**config.mk**
```make
export PLATFORM = sky130hd
export DESIGN_NAME = stmpe610_seq_flat
export DESIGN_NICKNAME = d
export VERILOG_FILES = /design/src/rtl/stmpe610_seq_if.sv /design/src/rtl/stmpe610_seq.sv /design/src/flat_wrapper.sv
export SDC_FILE = /design/constraint.sdc
export NUM_CORES = 1
export LEC_CHECK = 0
export ABC_AREA = 0
export BUFFER_PORTS_ARGS = -buffer_cell sky130_fd_sc_hd__buf_2
export CAP_MARGIN = 10
export CORE_MARGIN = 10
export CORE_UTILIZATION = 45
export DETAILED_ROUTE_END_ITERATION = 12
export GPL_ROUTABILITY_DRIVEN = 0
export PLACE_DENSITY = 0.66
export SLEW_MARGIN = 20
export SYNTH_ARGS = -nofsm -noshare
export SYNTH_HDL_FRONTEND = slang
export SYNTH_SLANG_ARGS = --single-unit
```
**constraint.sdc**
```tcl
create_clock -name SYSCLK -period 4.14 [get_ports SYSCLK]
set_clock_uncertainty 0.1 [all_clocks]
set_input_delay 0.621 -clock SYSCLK [delete_from_list [all_inputs] [get_ports SYSCLK]]
set_output_delay 0.621 -clock SYSCLK [all_outputs]
set_load 0.05 [all_outputs]
```
**src/rtl/stmpe610_seq_if.sv**
```systemverilog
// Start/done handshake between the STMPE610 command sequencer (master) and the
// byte-level SPI master (slave).
interface stmpe610_seq_if;
  logic        spi_start;
  logic [15:0] spi_tx;
  logic        spi_busy;
  logic        spi_done;
  logic [7:0]  spi_rx;

  modport master (output spi_start, spi_tx, input spi_busy, spi_done, spi_rx);
  modport slave  (input spi_start, spi_tx, output spi_busy, spi_done, spi_rx);
endinterface

```
**src/rtl/stmpe610_seq.sv**
```systemverilog
// STMPE610 command sequencer: init ROM, chip-ID read, then periodic FIFO_SIZE polling.
// Optional: define STMPE610_SEQ_ID_CHECK_EN to halt with err when the chip ID is not 0x0811.
module stmpe610_seq #(
  parameter int POLL_CYCLES = 1000000,
  parameter int RST_WAIT    = 100000,
  parameter int TIMEOUT     = 4096
) (
  input  logic           SYSCLK,
  input  logic           RSTN,
  input  logic           i_restart,
  stmpe610_seq_if.master spi,
  output logic           o_ready,
  output logic [15:0]    o_chip_id,
  output logic [7:0]     o_fifo_level,
  output logic           o_level_valid,
  output logic           o_err
);
  typedef enum logic [2:0] {S_IDLE, S_ISSUE, S_WAIT, S_DELAY, S_POLL, S_HALT} state_t;

  localparam logic [2:0]  STEP_ID_HI = 3'd4;
  localparam logic [2:0]  STEP_ID_LO = 3'd5;
  localparam logic [2:0]  STEP_POLL  = 3'd6;
  localparam logic [31:0] POLL_LAST  = 32'(POLL_CYCLES - 1);
  localparam logic [31:0] WAIT_LAST  = 32'(RST_WAIT - 1);
  localparam logic [31:0] TO_LAST    = 32'(TIMEOUT - 1);
`ifdef STMPE610_SEQ_ID_CHECK_EN
  localparam logic [15:0] CHIP_ID    = 16'h0811;
`endif

  function automatic logic [15:0] wr(input logic [7:0] a, input logic [7:0] d);
    return {a & 8'h7F, d};
  endfunction

  function automatic logic [15:0] rd(input logic [7:0] a);
    return {a | 8'h80, 8'h00};
  endfunction

  // Steps 0..3 are the init writes, 4..5 the ID reads, 6 the FIFO_SIZE poll.
  function automatic logic [15:0] step_tx(input logic [2:0] s);
    case (s)
      3'd0:       step_tx = wr(8'h03, 8'h02);
      3'd1:       step_tx = wr(8'h03, 8'h00);
      3'd2:       step_tx = wr(8'h04, 8'h0C);
      3'd3:       step_tx = wr(8'h40, 8'h01);
      STEP_ID_HI: step_tx = rd(8'h00);
      STEP_ID_LO: step_tx = rd(8'h01);
      default:    step_tx = rd(8'h4C);
    endcase
  endfunction

  state_t      r_state, w_state;
  logic [2:0]  r_step, w_step;
  logic [31:0] r_cnt, w_cnt;
  logic [15:0] r_tx, w_tx;
  logic        r_pend, w_pend;
  logic        r_ready, w_ready;
  logic [15:0] r_chip_id, w_chip_id;
  logic [7:0]  r_level, w_level;
  logic        r_lvl_vld, w_lvl_vld;
  logic        r_err, w_err;
  logic        w_start;
  logic        w_init;

  always_ff @(posedge SYSCLK) begin
    if (!RSTN) begin
      r_state   <= S_IDLE;
      r_step    <= '0;
      r_cnt     <= '0;
      r_tx      <= '0;
      r_pend    <= 1'b0;
      r_ready   <= 1'b0;
      r_chip_id <= '0;
      r_level   <= '0;
      r_lvl_vld <= 1'b0;
      r_err     <= 1'b0;
    end else begin
      r_state   <= w_state;
      r_step    <= w_step;
      r_cnt     <= w_cnt;
      r_tx      <= w_tx;
      r_pend    <= w_pend;
      r_ready   <= w_ready;
      r_chip_id <= w_chip_id;
      r_level   <= w_level;
      r_lvl_vld <= w_lvl_vld;
      r_err     <= w_err;
    end
  end

  always_comb begin
    w_state   = r_state;
    w_step    = r_step;
    w_cnt     = r_cnt;
    w_tx      = r_tx;
    w_pend    = r_pend;
    w_ready   = r_ready;
    w_chip_id = r_chip_id;
    w_level   = r_level;
    w_lvl_vld = 1'b0;
    w_err     = r_err;
    w_start   = 1'b0;
    w_init    = 1'b0;
    case (r_state)
      S_IDLE: w_init = 1'b1;
      S_ISSUE: begin
        // A restart here still lets the frame go out; it is honoured at spi_done.
        if (i_restart) w_pend = 1'b1;
        if (!spi.spi_busy) begin
          w_start = 1'b1;
          w_state = S_WAIT;
          w_cnt   = 32'd1;
        end
      end
      S_WAIT: begin
        if (i_restart) w_pend = 1'b1;
        if (spi.spi_done) begin
          w_cnt = '0;
          if (r_pend || i_restart) begin
            w_init = 1'b1;
          end else begin
            case (r_step)
              3'd0: begin
                w_state = S_DELAY;
                w_step  = 3'd1;
              end
              STEP_ID_HI: begin
                w_chip_id[15:8] = spi.spi_rx;
                w_step          = STEP_ID_LO;
                w_state         = S_ISSUE;
              end
              STEP_ID_LO: begin
                w_chip_id[7:0] = spi.spi_rx;
`ifdef STMPE610_SEQ_ID_CHECK_EN
                if ({r_chip_id[15:8], spi.spi_rx} != CHIP_ID) begin
                  w_err   = 1'b1;
                  w_state = S_HALT;
                end else begin
                  w_ready = 1'b1;
                  w_step  = STEP_POLL;
                  w_state = S_POLL;
                end
`else
                w_ready = 1'b1;
                w_step  = STEP_POLL;
                w_state = S_POLL;
`endif
              end
              STEP_POLL: begin
                w_level   = spi.spi_rx;
                w_lvl_vld = 1'b1;
                w_state   = S_POLL;
              end
              default: begin
                w_step  = r_step + 3'd1;
                w_state = S_ISSUE;
              end
            endcase
          end
        end else if (r_cnt >= TO_LAST) begin
          w_err   = 1'b1;
          w_ready = 1'b0;
          w_pend  = 1'b0;
          w_state = S_HALT;
        end else begin
          w_cnt = r_cnt + 32'd1;
        end
      end
      S_DELAY: begin
        if (i_restart)               w_init = 1'b1;
        else if (r_cnt == WAIT_LAST) begin
          w_cnt   = '0;
          w_state = S_ISSUE;
        end else                     w_cnt = r_cnt + 32'd1;
      end
      S_POLL: begin
        if (i_restart)               w_init = 1'b1;
        else if (r_cnt == POLL_LAST) begin
          w_cnt   = '0;
          w_state = S_ISSUE;
        end else                     w_cnt = r_cnt + 32'd1;
      end
      S_HALT: if (i_restart) w_init = 1'b1;
      default: w_state = S_IDLE;
    endcase

    if (w_init) begin
      w_state   = S_ISSUE;
      w_step    = '0;
      w_cnt     = '0;
      w_pend    = 1'b0;
      w_err     = 1'b0;
      w_ready   = 1'b0;
      w_chip_id = '0;
    end
    // The frame word is loaded on the way into ISSUE and held through WAIT.
    if (w_state == S_ISSUE) w_tx = step_tx(w_step);
  end

  assign spi.spi_start  = w_start;
  assign spi.spi_tx     = r_tx;
  assign o_ready        = r_ready;
  assign o_chip_id      = r_chip_id;
  assign o_fifo_level   = r_level;
  assign o_level_valid  = r_lvl_vld;
  assign o_err          = r_err;
endmodule

```
**src/flat_wrapper.sv**
```systemverilog
// flat-port wrapper written by rule: the top's interface ports become plain ports
module stmpe610_seq_flat 
#(
  parameter int POLL_CYCLES = 1000000,
  parameter int RST_WAIT    = 100000,
  parameter int TIMEOUT     = 4096
)
  (SYSCLK, RSTN, i_restart, o_ready, o_chip_id, o_fifo_level, o_level_valid, o_err, spi_spi_start, spi_spi_tx, spi_spi_busy, spi_spi_done, spi_spi_rx);
  stmpe610_seq_if spi_i ();
  input  logic SYSCLK;
  input  logic RSTN;
  input  logic i_restart;
  output logic o_ready;
  output logic [15:0] o_chip_id;
  output logic [7:0] o_fifo_level;
  output logic o_level_valid;
  output logic o_err;
  output wire logic [$bits(spi_i.spi_start)-1:0] spi_spi_start;
  output wire logic [$bits(spi_i.spi_tx)-1:0] spi_spi_tx;
  input wire logic [$bits(spi_i.spi_busy)-1:0] spi_spi_busy;
  input wire logic [$bits(spi_i.spi_done)-1:0] spi_spi_done;
  input wire logic [$bits(spi_i.spi_rx)-1:0] spi_spi_rx;
  assign spi_spi_start = spi_i.spi_start;
  assign spi_spi_tx = spi_i.spi_tx;
  assign spi_i.spi_busy = spi_spi_busy;
  assign spi_i.spi_done = spi_spi_done;
  assign spi_i.spi_rx = spi_spi_rx;
  stmpe610_seq #(.POLL_CYCLES(POLL_CYCLES), .RST_WAIT(RST_WAIT), .TIMEOUT(TIMEOUT)) u_core (.SYSCLK(SYSCLK), .RSTN(RSTN), .i_restart(i_restart), .spi(spi_i), .o_ready(o_ready), .o_chip_id(o_chip_id), .o_fifo_level(o_fifo_level), .o_level_valid(o_level_valid), .o_err(o_err));
endmodule
```
-- After elaboration in Yosys (flattened, before gate mapping)
Cells that the tools add are included.
- register bits after elaboration: 82
- bits in latches: 0
- bits in writable memories: 0
- ROM bits: 0
- logic and storage cells: 98
- memories: 0
- add/subtract/negate cells: 2
- multipliers: 0
- divide/modulo/power cells: 0
- magnitude comparators: 1
- eq/ne operators: 22
- shift operators: 0
- muxes and demuxes: 40
- bitwise gates (word level): 4
- reductions and logical operators: 18
- operator list (kind ; count):
    32-bit 2-to-1 mux ; 7
    32-bit one-hot mux with 4 select lines ; 1
    16-bit one-hot mux with 6 select lines ; 1
    3-bit 2-to-1 mux ; 13
    32-bit by 1-bit adder with 32-bit output, second input constant ; 1
    32-bit by 17-bit equality test with 1-bit output, second input constant ; 1
    32-bit by 20-bit equality test with 1-bit output, second input constant ; 1
    32-bit by 12-bit >= comparator with 1-bit output, second input constant ; 1
    3-bit equality test, second input constant ; 7
    4-bit AND reduction ; 4
    3-bit one-hot mux with 5 select lines ; 1
    1-bit 2-to-1 mux ; 13
    3-bit by 2-bit equality test with 1-bit output, second input constant ; 4
    3-bit one-hot mux with 4 select lines ; 1
    3-bit by 1-bit equality test with 1-bit output, second input constant ; 3
    3-bit logical NOT ; 3
    2-bit inequality test, second input constant ; 4
    3-bit one-hot mux with 2 select lines ; 1
    2-bit OR reduction ; 3
    5-bit AND reduction ; 1
    1-bit inverter ; 4
    2-bit nonzero test ; 2
    4-bit nonzero test ; 1
    4-bit OR reduction ; 1
    other kinds (8) ; 8

-- Longest topological paths before layout
Gate-level depths: netlist of run 1.
- depth after elaboration: 8
- depth in mapped cells: 9
- depth with buffers taken out: 8

-- Worst setup path before layout of run 1
Ideal clock, no wire load.
- kind: input -> register
- from: input spi_spi_busy
- to: register u_core.r_cnt[22]
- arrival time: 3.548 ns
- setup slack: 0.377 ns
- stages: 7
- buffers on the path: 2
- cells stage by stage: nor4b_1 -> a2111oi_1 -> or2_1 -> buf_6 -> o21ai_4 -> buf_4 -> nor2_1
- longest elaborated chain between the ends: 2
- ends and longest elaborated chain (element ; RTL line ; RTL):
    start: declaration ; flat_wrapper.sv:20 ; input wire logic [$bits(spi_i.spi_busy)-1:0] spi_spi_busy;
    2-bit inequality test (no source line) ; n/a ;
    5-bit AND reduction (no source line) ; n/a ;
    end signal: assignment ; stmpe610_seq.sv:79 ; r_cnt <= w_cnt;
    end: declaration ; stmpe610_seq.sv:53 ; logic [31:0] r_cnt, w_cnt;
Every way passes these cells.
A chain may end at the register's enable or synchronous reset.

-- Worst setup path in the final report of run 1
- from: register u_core.r_cnt[27]
- to: register u_core.r_cnt[26]
- longest elaborated chain between the ends: 4
- elaborated cells between the ends (all ways): 10
- those cells by class: 1 x order compare; 3 x eq/ne; 5 x mux; 1 x reduce/logical
- ends and longest elaborated chain (element):
    parallel branches: the longest is 4 deep, another holds 32-bit by 12-bit >= comparator with 1-bit output
Parallel ways; which one is timed is not known. The select of a mux whose other input is x is not followed.

==> results of run 1 <==
## cell type report
type | instances | area, um2 | share of cell area (%)
multi-input combinational | 353 | 2230 | 51.1
sequential | 75 | 1500 | 34.5
tap | 105 | 131 | 3.02
inverter | 9 | 33.8 | 0.776
timing repair buffer | 53 | 273 | 6.26
clock buffer | 9 | 124 | 2.84
clock inverter | 7 | 65.1 | 1.49
## worst paths after layout
check / slack (ns) / end / depth (start not counted) / start
setup / recovery: 0.95 / u_core.r_cnt[26] / 6 / u_core.r_cnt[27]
hold / removal: 0.36 / u_core.spi.spi_tx[9] / 2 / u_core.spi.spi_tx[9]
setup reg to reg: 0.95 / u_core.r_cnt[26] / 6 / u_core.r_cnt[27]
hold reg to reg: 0.36 / u_core.spi.spi_tx[9] / 2 / u_core.spi.spi_tx[9]
## report_power, final
part           switching [mW]  internal, mW
Combinational           0.138        0.0513
Clock                   0.314         0.233
Sequential             0.0131         0.731
## cells in the mapped netlist, types with 3 or more instances
cell	count	area, um2
sky130_fd_sc_hd__a21oi_1	12	60.1
sky130_fd_sc_hd__a31oi_1	8	50.1
sky130_fd_sc_hd__a41oi_1	4	35.0
sky130_fd_sc_hd__and2_1	3	18.8
sky130_fd_sc_hd__and4_1	3	26.3
sky130_fd_sc_hd__buf_4	9	67.6
sky130_fd_sc_hd__clkbuf_1	19	71.3
sky130_fd_sc_hd__dfxtp_1	75	1500
sky130_fd_sc_hd__ha_1	5	62.6
sky130_fd_sc_hd__inv_1	9	33.8
sky130_fd_sc_hd__mux2i_1	33	330
sky130_fd_sc_hd__nand2_1	34	128
sky130_fd_sc_hd__nand3_1	25	125
sky130_fd_sc_hd__nand4_1	19	119
sky130_fd_sc_hd__nand4b_1	3	26.3
sky130_fd_sc_hd__nor2_1	74	278
sky130_fd_sc_hd__nor2b_1	4	25.0
sky130_fd_sc_hd__nor3_1	21	105
sky130_fd_sc_hd__nor3b_1	4	30.0
sky130_fd_sc_hd__nor4_1	13	81.3
sky130_fd_sc_hd__nor4b_1	6	52.6
sky130_fd_sc_hd__o21ai_0	8	40.0
sky130_fd_sc_hd__or3_1	5	31.3
sky130_fd_sc_hd__or4_1	5	37.5
sky130_fd_sc_hd__xnor2_1	23	201
## routing by layer
layer  track usage, %  wire length, um  vias up
li1                 -                -     1747
met1             19.1             4350     1607
met2             23.4             4520      104
met3             3.17              557       12
met4             5.50              123        0
met5                0                0        -
## through the flow
| step | power [mW] | hold WS [ns] |
|---|---|---|
| floorplan | 0.913 | 0.352 |
| global placement | 0.946 | 0.346 |
| detailed placement | 0.948 | 0.355 |
| CTS | 1.49 | 0.368 |
| global route | 1.55 | 0.385 |
| finish | 1.48 | 0.364 |
## sequential cells by signal, indices dropped and copies added, names as in the netlist
name	flops
u_core.r_pend	1
u_core.o_ready	1
u_core.r_cnt	32
u_core.o_chip_id	16
u_core.o_level_valid	1
u_core.r_state	3
u_core.spi.spi_tx	9
u_core.r_step	3
u_core.o_err	1
u_core.o_fifo_level	8
## tightest hold or removal path, delay by kind of cell (launching register included)
kind,cells,cell delay (ns)
DFF,1,0.32
muxes,1,0.06
and+or+nand+nor,1,0.05
## cells by family after synthesis
group,count (synthesis),synth area share [%]
simple gates,234,31.4
fa+ha+maj,5,1.61
other cells,1,0.0964
buf+inv,39,4.86
xor+xnor,25,5.63
compound gates,50,9.27
mux,33,8.49
flops,75,38.6
==> metrics.md, run 1 <==
| Metric | Value |
|---|---|
| Worst Slack Setup Final | 0.954 ns |
| Number of levels the H-tree was split into | 3 |
| Layout cells sized above 1 | 16.2% |
| Hold buffer count at CTS | 0 |
| Number of top-level pins | 57 |
| Port Buffers | 50 |
| Data arrival time of the critical path | about 3.3 ns |
| Setup repair after global routing missed its margin | no |
| Hold Violations, Final | 0 |
| First drt pass iteration count | 5 |
| Leakage power of the design | 1.73 nW |
| Cells traversed along the worst timing path | or4_4 > nor4_4 > a31oi_4 > or2_1 > o21ai_4 > nor2_1 |
| Status | finished, final reports clean |
| Die height | 113 um |
| Cts repair resizes | 0 |
| CP bufs+invs | 0 |
| Count of flip-flops with a built-in enable after synthesis | 0 |
| Average wire per standard cell | 15.6 um |
| Clock tree from TritonCTS | done |
| Total number of clock tree sinks | 75 |
| Filler Cell Count | 797 |
| Final setup viols | 0 |
| Worst slew margin | 48.7% |
| Tightest Hold Check Type | flop to flop |
| Initial core utilization | between 40% and 50% |
| Global-route congestion overflow total | 0 |
| Placed insts | 595 |
| Part of the Yosys area used for sequential elements | 38.6% |
| Fin crit period | 3.19 ns |
| Pins over their slew limit | 0 |
| All-layer global routing usage | 14.7% |
| Total wire length after detailed routing | about 9600 um |
| Max-cap violations | 0 |
| Non-filler instance count after layout | 611 |
| Synth Instances | 462 |
| Synthesis-to-layout area growth | 12.0% |
| Clk root buf | sky130_fd_sc_hd__clkbuf_8 |
| Fraction of registers with async set/reset | 0% |
| Post-route clock period utilization | about three quarters |
| Average via count per standard cell | 5.68 |
| Clock edge transition at the registers on the reported setup and hold paths | 0.09 ns |
| Die outline width | 113 um |
| Minimum setup slack after placement | about 0.95 ns |
| DRC violations left | 0 |
| Die area | 12800 um2 |
| Antenna diode count | 0 |
| Vias in the first global route | roughly 3300 |
| Unique masters post-synth | 57 |
| Source-to-sink clock delay at the later pin of the worst-skew pair | around 0.36 ns |
| Largest voltage drop on the vdd net | 0.141 mV |
| Slew @ Worst Pin | 0.769 ns |
| Synthesized area per cell | 8.42 um2 |
| # rows | 33 |
| Antenna violations before repair | 0 |
| Maximum frequency from static timing analysis | 314 MHz |
| Utilization of the core after routing | between 50% and 60% |
| Power Dens Cells | around 340 nW/um2 |
| Type of the setup path with the least slack | flop to flop |
| Number of routed nets with antenna violations | 0 |
| Cell family with the largest share of critical-path delay | simple AND/OR/NAND/NOR gates |
| Count of routing violations after the opening detailed-route iteration | 231 |
| Crit. End Element | flop |
| Global-route wire length before repair | 16100 um |
| Fin nets | slightly above 500 |
| Largest fanout on the critical path | 28 |
| Core area | 8300 um2 |
| CP max-delay cell | sky130_fd_sc_hd__o21ai_4 |
| Design Area, Final | 4350 um2 |
| Crit path required time | 4.26 ns |
| Number of warnings reported in the yosys synthesis log | 0 |
| Maximum number of pins on one net before global-route repair | 29 |
| Via count of the routed design | 3470 |
| Longest individual stage delay on the worst path | ~0.60 ns |
| Count of buffers added by post-CTS timing repair for setup | 0 |
| Final sum of negative setup slack | 0 ns |
| Syn Std Cell Area | 3890 um2 |
| Standard cell area after detailed placement | 4170 um2 |
| Maximum count of clock buffers along a single path | 2 |
| Most frequent standard cell in the layout excluding fill and tap cells | sky130_fd_sc_hd__dfxtp_1 |
| Most frequent cells in the layout | sky130_fd_sc_hd__dfxtp_1, sky130_fd_sc_hd__nor2_1, sky130_fd_sc_hd__buf_2 |
| Number of buffers created by CTS | 9 |
| Critical path launch point type | flop |
| Half-perimeter wire length after placement | 6920 um |
| Most instantiated flip-flop cell in the synthesis netlist | sky130_fd_sc_hd__dfxtp_1 |
| Seq cells post-synth | 75 |
No activity file was read; power rests on OpenSTA's default activity.
==> run 2, diff against run 1 <==
--- a/config.mk
+++ b/config.mk
@@ -5,7 +5,7 @@
 export SDC_FILE = /design/constraint.sdc
 export NUM_CORES = 1
 export LEC_CHECK = 0
-export ABC_AREA = 0
+export ABC_AREA = 1
 export BUFFER_PORTS_ARGS = -buffer_cell sky130_fd_sc_hd__buf_2
 export CAP_MARGIN = 10
 export CORE_MARGIN = 10
==> constraint.sdc (replaced) <==
create_clock -name SYSCLK -period 3.2 [get_ports SYSCLK]
set_clock_uncertainty 0.1 [all_clocks]
set_input_delay 0.48 -clock SYSCLK [delete_from_list [all_inputs] [get_ports SYSCLK]]
set_output_delay 0.48 -clock SYSCLK [all_outputs]
set_load 0.05 [all_outputs]
==> run 2 against run 1 <==
- wire length increased by 12%
- critical endpoint is now u_core.r_cnt[5]
- largest power group unchanged
- maximum frequency rose by 29%
- clock power increased by 33%
- combinational power increased by 25%
- die area rose by 4.7%
==> metrics.md, run 2 <==
| Metric | Value |
|---|---|
| Worst slew margin | 64.1% (was 48.7%) |
| Worst r2r path cells | 10 (was 6) |
| Filler Cell Count | 911 (was 797) |
| Data arrival time of the critical path | 2.67 ns (was 3.30 ns) |
| Most frequent cells in the layout | sky130_fd_sc_hd__nand2_1, sky130_fd_sc_hd__nor2_1, sky130_fd_sc_hd__dfxtp_1 (was sky130_fd_sc_hd__dfxtp_1, sky130_fd_sc_hd__nor2_1, sky130_fd_sc_hd__buf_2) |
| Clock edge transition at the registers on the reported setup and hold paths | 0.10 ns (was 0.09 ns) |
| Die outline width | 116 um (was 113 um) |
| Setup repair after global routing missed its margin | no (unchanged) |
| Fin nets | 695 (was 519) |
| Flop-to-flop setup slack | 0.72 ns (was 0.95 ns) |
| Global-route wire length before repair | 17800 um (was 16100 um) |
| Max reg flops | 32 (unchanged) |
| Hold Path Origin | spi_spi_rx[4] (was u_core.spi.spi_tx[9]) |
| Count of flip-flops with a built-in enable after synthesis | 0 (unchanged) |
| Most frequent standard cell in the layout excluding fill and tap cells | sky130_fd_sc_hd__nand2_1 (was sky130_fd_sc_hd__dfxtp_1) |
| Number of routed nets with antenna violations | 0 (unchanged) |
| Yosys top cell area share | 36.5% (was 38.6%) |
| Largest Register | u_core.r_cnt (unchanged) |
| Pins over their slew limit | 0 (unchanged) |
| Antenna diode count | 0 (unchanged) |
| Final setup viols | 0 (unchanged) |
| Status | finished, final reports clean (unchanged) |
| Largest fanout on the critical path | 26 (was 28) |
| Layout cells sized above 1 | 13.5% (was 16.2%) |
| Port Buffers | 50 (unchanged) |
| Clk root buf | sky130_fd_sc_hd__clkbuf_8 (unchanged) |
| First drt pass iteration count | 6 (was 5) |
| Average via count per standard cell | 5.15 (was 5.68) |
| Number of levels the H-tree was split into | 3 (unchanged) |
| Synthesized area per cell | 6.53 um2 (was 8.42 um2) |
| Maximum count of clock buffers along a single path | 2 (unchanged) |
| # rows | 34 (was 33) |
| Initial core utilization | 46.7% (was 46.9%) |
| Die area | 13400 um2 (was 12800 um2) |
| Most instantiated cells after synthesis | sky130_fd_sc_hd__nand2_1, sky130_fd_sc_hd__nor2_1, sky130_fd_sc_hd__dfxtp_1 (was sky130_fd_sc_hd__dfxtp_1, sky130_fd_sc_hd__nor2_1, sky130_fd_sc_hd__nand2_1) |
| Clock tree from TritonCTS | done (unchanged) |
| Type of the setup path with the least slack | flop to flop (unchanged) |
| Worst hold slack | 0.268 ns (was 0.364 ns) |
| Number of warnings reported in the yosys synthesis log | 0 (unchanged) |
| Power Dens Cells | 418 nW/um2 (was 340 nW/um2) |
| Post-route clock period utilization | 77.4% (was 77.0%) |
| Max-cap violations | 0 (unchanged) |
| Tightest Hold Check Type | input port to flop (was flop to flop) |
| Slew @ Worst Pin | 0.535 ns (was 0.769 ns) |
| Part of the Yosys area used for sequential elements | 36.5% (was 38.6%) |
| Largest voltage drop on the vdd net | 0.261 mV (was 0.141 mV) |
| Global-route congestion overflow total | 0 (unchanged) |
| Fin crit period | 2.48 ns (was 3.19 ns) |
| Sink of the worst hold path | u_core.o_fifo_level[4] (was u_core.spi.spi_tx[9]) |
| Final sum of negative setup slack | 0 ns (unchanged) |
| Largest area contributor in the synthesized netlist | sky130_fd_sc_hd__dfxtp_1 (unchanged) |
| Count of routing violations after the opening detailed-route iteration | 292 (was 231) |
| Dominant cell by count in the synthesized netlist | sky130_fd_sc_hd__nand2_1 (was sky130_fd_sc_hd__dfxtp_1) |
| Minimum setup slack after placement | 0.573 ns (was 0.947 ns) |
| Half-perimeter wire length after placement | 8030 um (was 6920 um) |
| Source-to-sink clock delay at the later pin of the worst-skew pair | 0.37 ns (was 0.36 ns) |
| Non-filler instance count after layout | 790 (was 611) |
| Hold buffer count at CTS | 0 (unchanged) |
| Top cells by area, synth | sky130_fd_sc_hd__dfxtp_1, sky130_fd_sc_hd__nand2_1, sky130_fd_sc_hd__nor2_1, sky130_fd_sc_hd__inv_1, sky130_fd_sc_hd__a21oi_1 (was sky130_fd_sc_hd__dfxtp_1, sky130_fd_sc_hd__mux2i_1, sky130_fd_sc_hd__nor2_1, sky130_fd_sc_hd__xnor2_1, sky130_fd_sc_hd__nand2_1) |
| Utilization of the core after routing | 52.0% (was 52.5%) |
| Total number of clock tree sinks | 75 (unchanged) |
| Number of buffers created by CTS | 9 (unchanged) |
| Synthesis-to-layout area growth | 11.4% (was 12.0%) |
| Core area | 8810 um2 (was 8300 um2) |
| Count of buffers added by post-CTS timing repair for setup | 0 (unchanged) |
| Number of top-level pins | 57 (unchanged) |
| Total wire length after detailed routing | 10700 um (was 9550 um) |
| Maximum frequency from static timing analysis | 403 MHz (was 314 MHz) |
| Leakage power of the design | 1.86 nW (was 1.73 nW) |
| Worst r2r dst | u_core.r_cnt[5] (was u_core.r_cnt[26]) |
| Hold Path Cell Cnt | 3 (was 2) |
| Vias in the first global route | 3853 (was 3294) |
| Die height | 116 um (was 113 um) |
| DRC violations left | 0 (unchanged) |
| All-layer global routing usage | 16.1% (was 14.7%) |
| Synth Instances | 630 (was 462) |
| Unique masters post-synth | 40 (was 57) |
| Hold Violations, Final | 0 (unchanged) |
| Most instantiated flip-flop cell in the synthesis netlist | sky130_fd_sc_hd__dfxtp_1 (unchanged) |
| Via count of the routed design | 4069 (was 3470) |
| Antenna violations before repair | 0 (unchanged) |
| Syn Std Cell Area | 4110 um2 (was 3890 um2) |
| Average wire per standard cell | 13.5 um (was 15.6 um) |
| Worst Slack Setup Final | 0.722 ns (was 0.954 ns) |
| Worst reg2reg startpoint | u_core.r_state[2] (was u_core.r_cnt[27]) |
| Fraction of registers with async set/reset | 0% (unchanged) |
| Seq cells post-synth | 75 (unchanged) |
| Crit path required time | 3.39 ns (was 4.26 ns) |
| Placed insts | 774 (was 595) |
| Cts repair resizes | 0 (unchanged) |
| Critical path launch point type | flop (unchanged) |
| Maximum number of pins on one net before global-route repair | 29 (unchanged) |
| Crit. End Element | flop (unchanged) |
==> run 2: worst max-delay path by stage <==
stage | slack [ns] | startpoint | depth (start not counted) | to
after detailed placement | 0.57 | i_restart | 9 | u_core.o_fifo_level[4]
final | 0.72 | u_core.r_state[2] | 10 | u_core.r_cnt[5]
after global routing | 0.47 | u_core.r_state[0] | 10 | u_core.r_cnt[5]
after floorplan | 1.22 | u_core.r_step[0] | 10 | u_core.spi.spi_tx[10]
after CTS | 0.74 | u_core.r_state[0] | 10 | u_core.r_cnt[5]
after global placement | 0.63 | i_restart | 9 | u_core.o_fifo_level[6]
==> run 2: cells by family (layout without fill, tap and decap cells) <==
| family | count (synthesis) | after routing | share of synthesized area [%] |
|---|---|---|---|
| buffers and inverters | 90 | 137 | 9.46 |
| other | 1 | 6 | 0.0912 |
| AOI/OAI and AO/OA | 83 | 83 | 11.0 |
| and+or+nand+nor | 367 | 367 | 39.6 |
| xor gates and xnor gates | 9 | 9 | 1.92 |
| DFF | 75 | 75 | 36.5 |
| adders and majority gates | 5 | 5 | 1.52 |
==> run 2: worst max-delay path, cell delays in order (launching register included) <==
cell and delay [ns]:
sky130_fd_sc_hd__dfxtp_1 0.37, sky130_fd_sc_hd__nor2_1 0.07, sky130_fd_sc_hd__nand2_1 0.19, sky130_fd_sc_hd__inv_2 0.14
sky130_fd_sc_hd__nand3_1 0.12, sky130_fd_sc_hd__nand3_1 0.18, sky130_fd_sc_hd__nor2_1 0.30, sky130_fd_sc_hd__inv_2 0.29
sky130_fd_sc_hd__nor2_8 0.25, sky130_fd_sc_hd__inv_2 0.16, sky130_fd_sc_hd__nor3b_1 0.21
==> run 2: report_power, final <==
group	switching [mW]	leakage [nW]	total (mW)	internal [mW]
sequential	0.00769	0.606	0.952	0.945
clock	0.425	0.0947	0.727	0.302
combinational	0.188	1.16	0.236	0.0480
total	0.621	1.86	1.92	1.29
==> run 2: cell type report <==
| type | instances | area (um2) | area share (%) |
|---|---|---|---|
| clock buffers | 9 | 124 | 2.70 |
| flip-flops and latches | 75 | 1500 | 32.8 |
| well taps | 108 | 135 | 2.95 |
| inverters | 71 | 267 | 5.81 |
| repair buffers | 50 | 250 | 5.46 |
| clock inverters | 7 | 65.1 | 1.42 |
| multi-input cells | 470 | 2240 | 48.9 |
==> run 2: per-layer routing <==
| layer | vias to the layer above | share of wire (%) | global-route usage, % |
|---|---|---|---|
| li1 | 2102 | - | - |
| met1 | 1839 | 45 | 19.4 |
| met2 | 116 | 47 | 26.8 |
| met3 | 12 | 6.9 | 5.06 |
| met4 | 0 | 1.1 | 5.15 |
| met5 | - | 0 | 0 |
==> run 2: per-stage QoR <==
step / total power, mW / cell area (um2)
2_1_floorplan: 1.17 / 4130
3_3_place_gp: 1.21 / 4390
3_5_place_dp: 1.21 / 4390
4_1_cts: 1.94 / 4580
5_1_grt: 2.00 / 4580
6_report: 1.92 / 4580
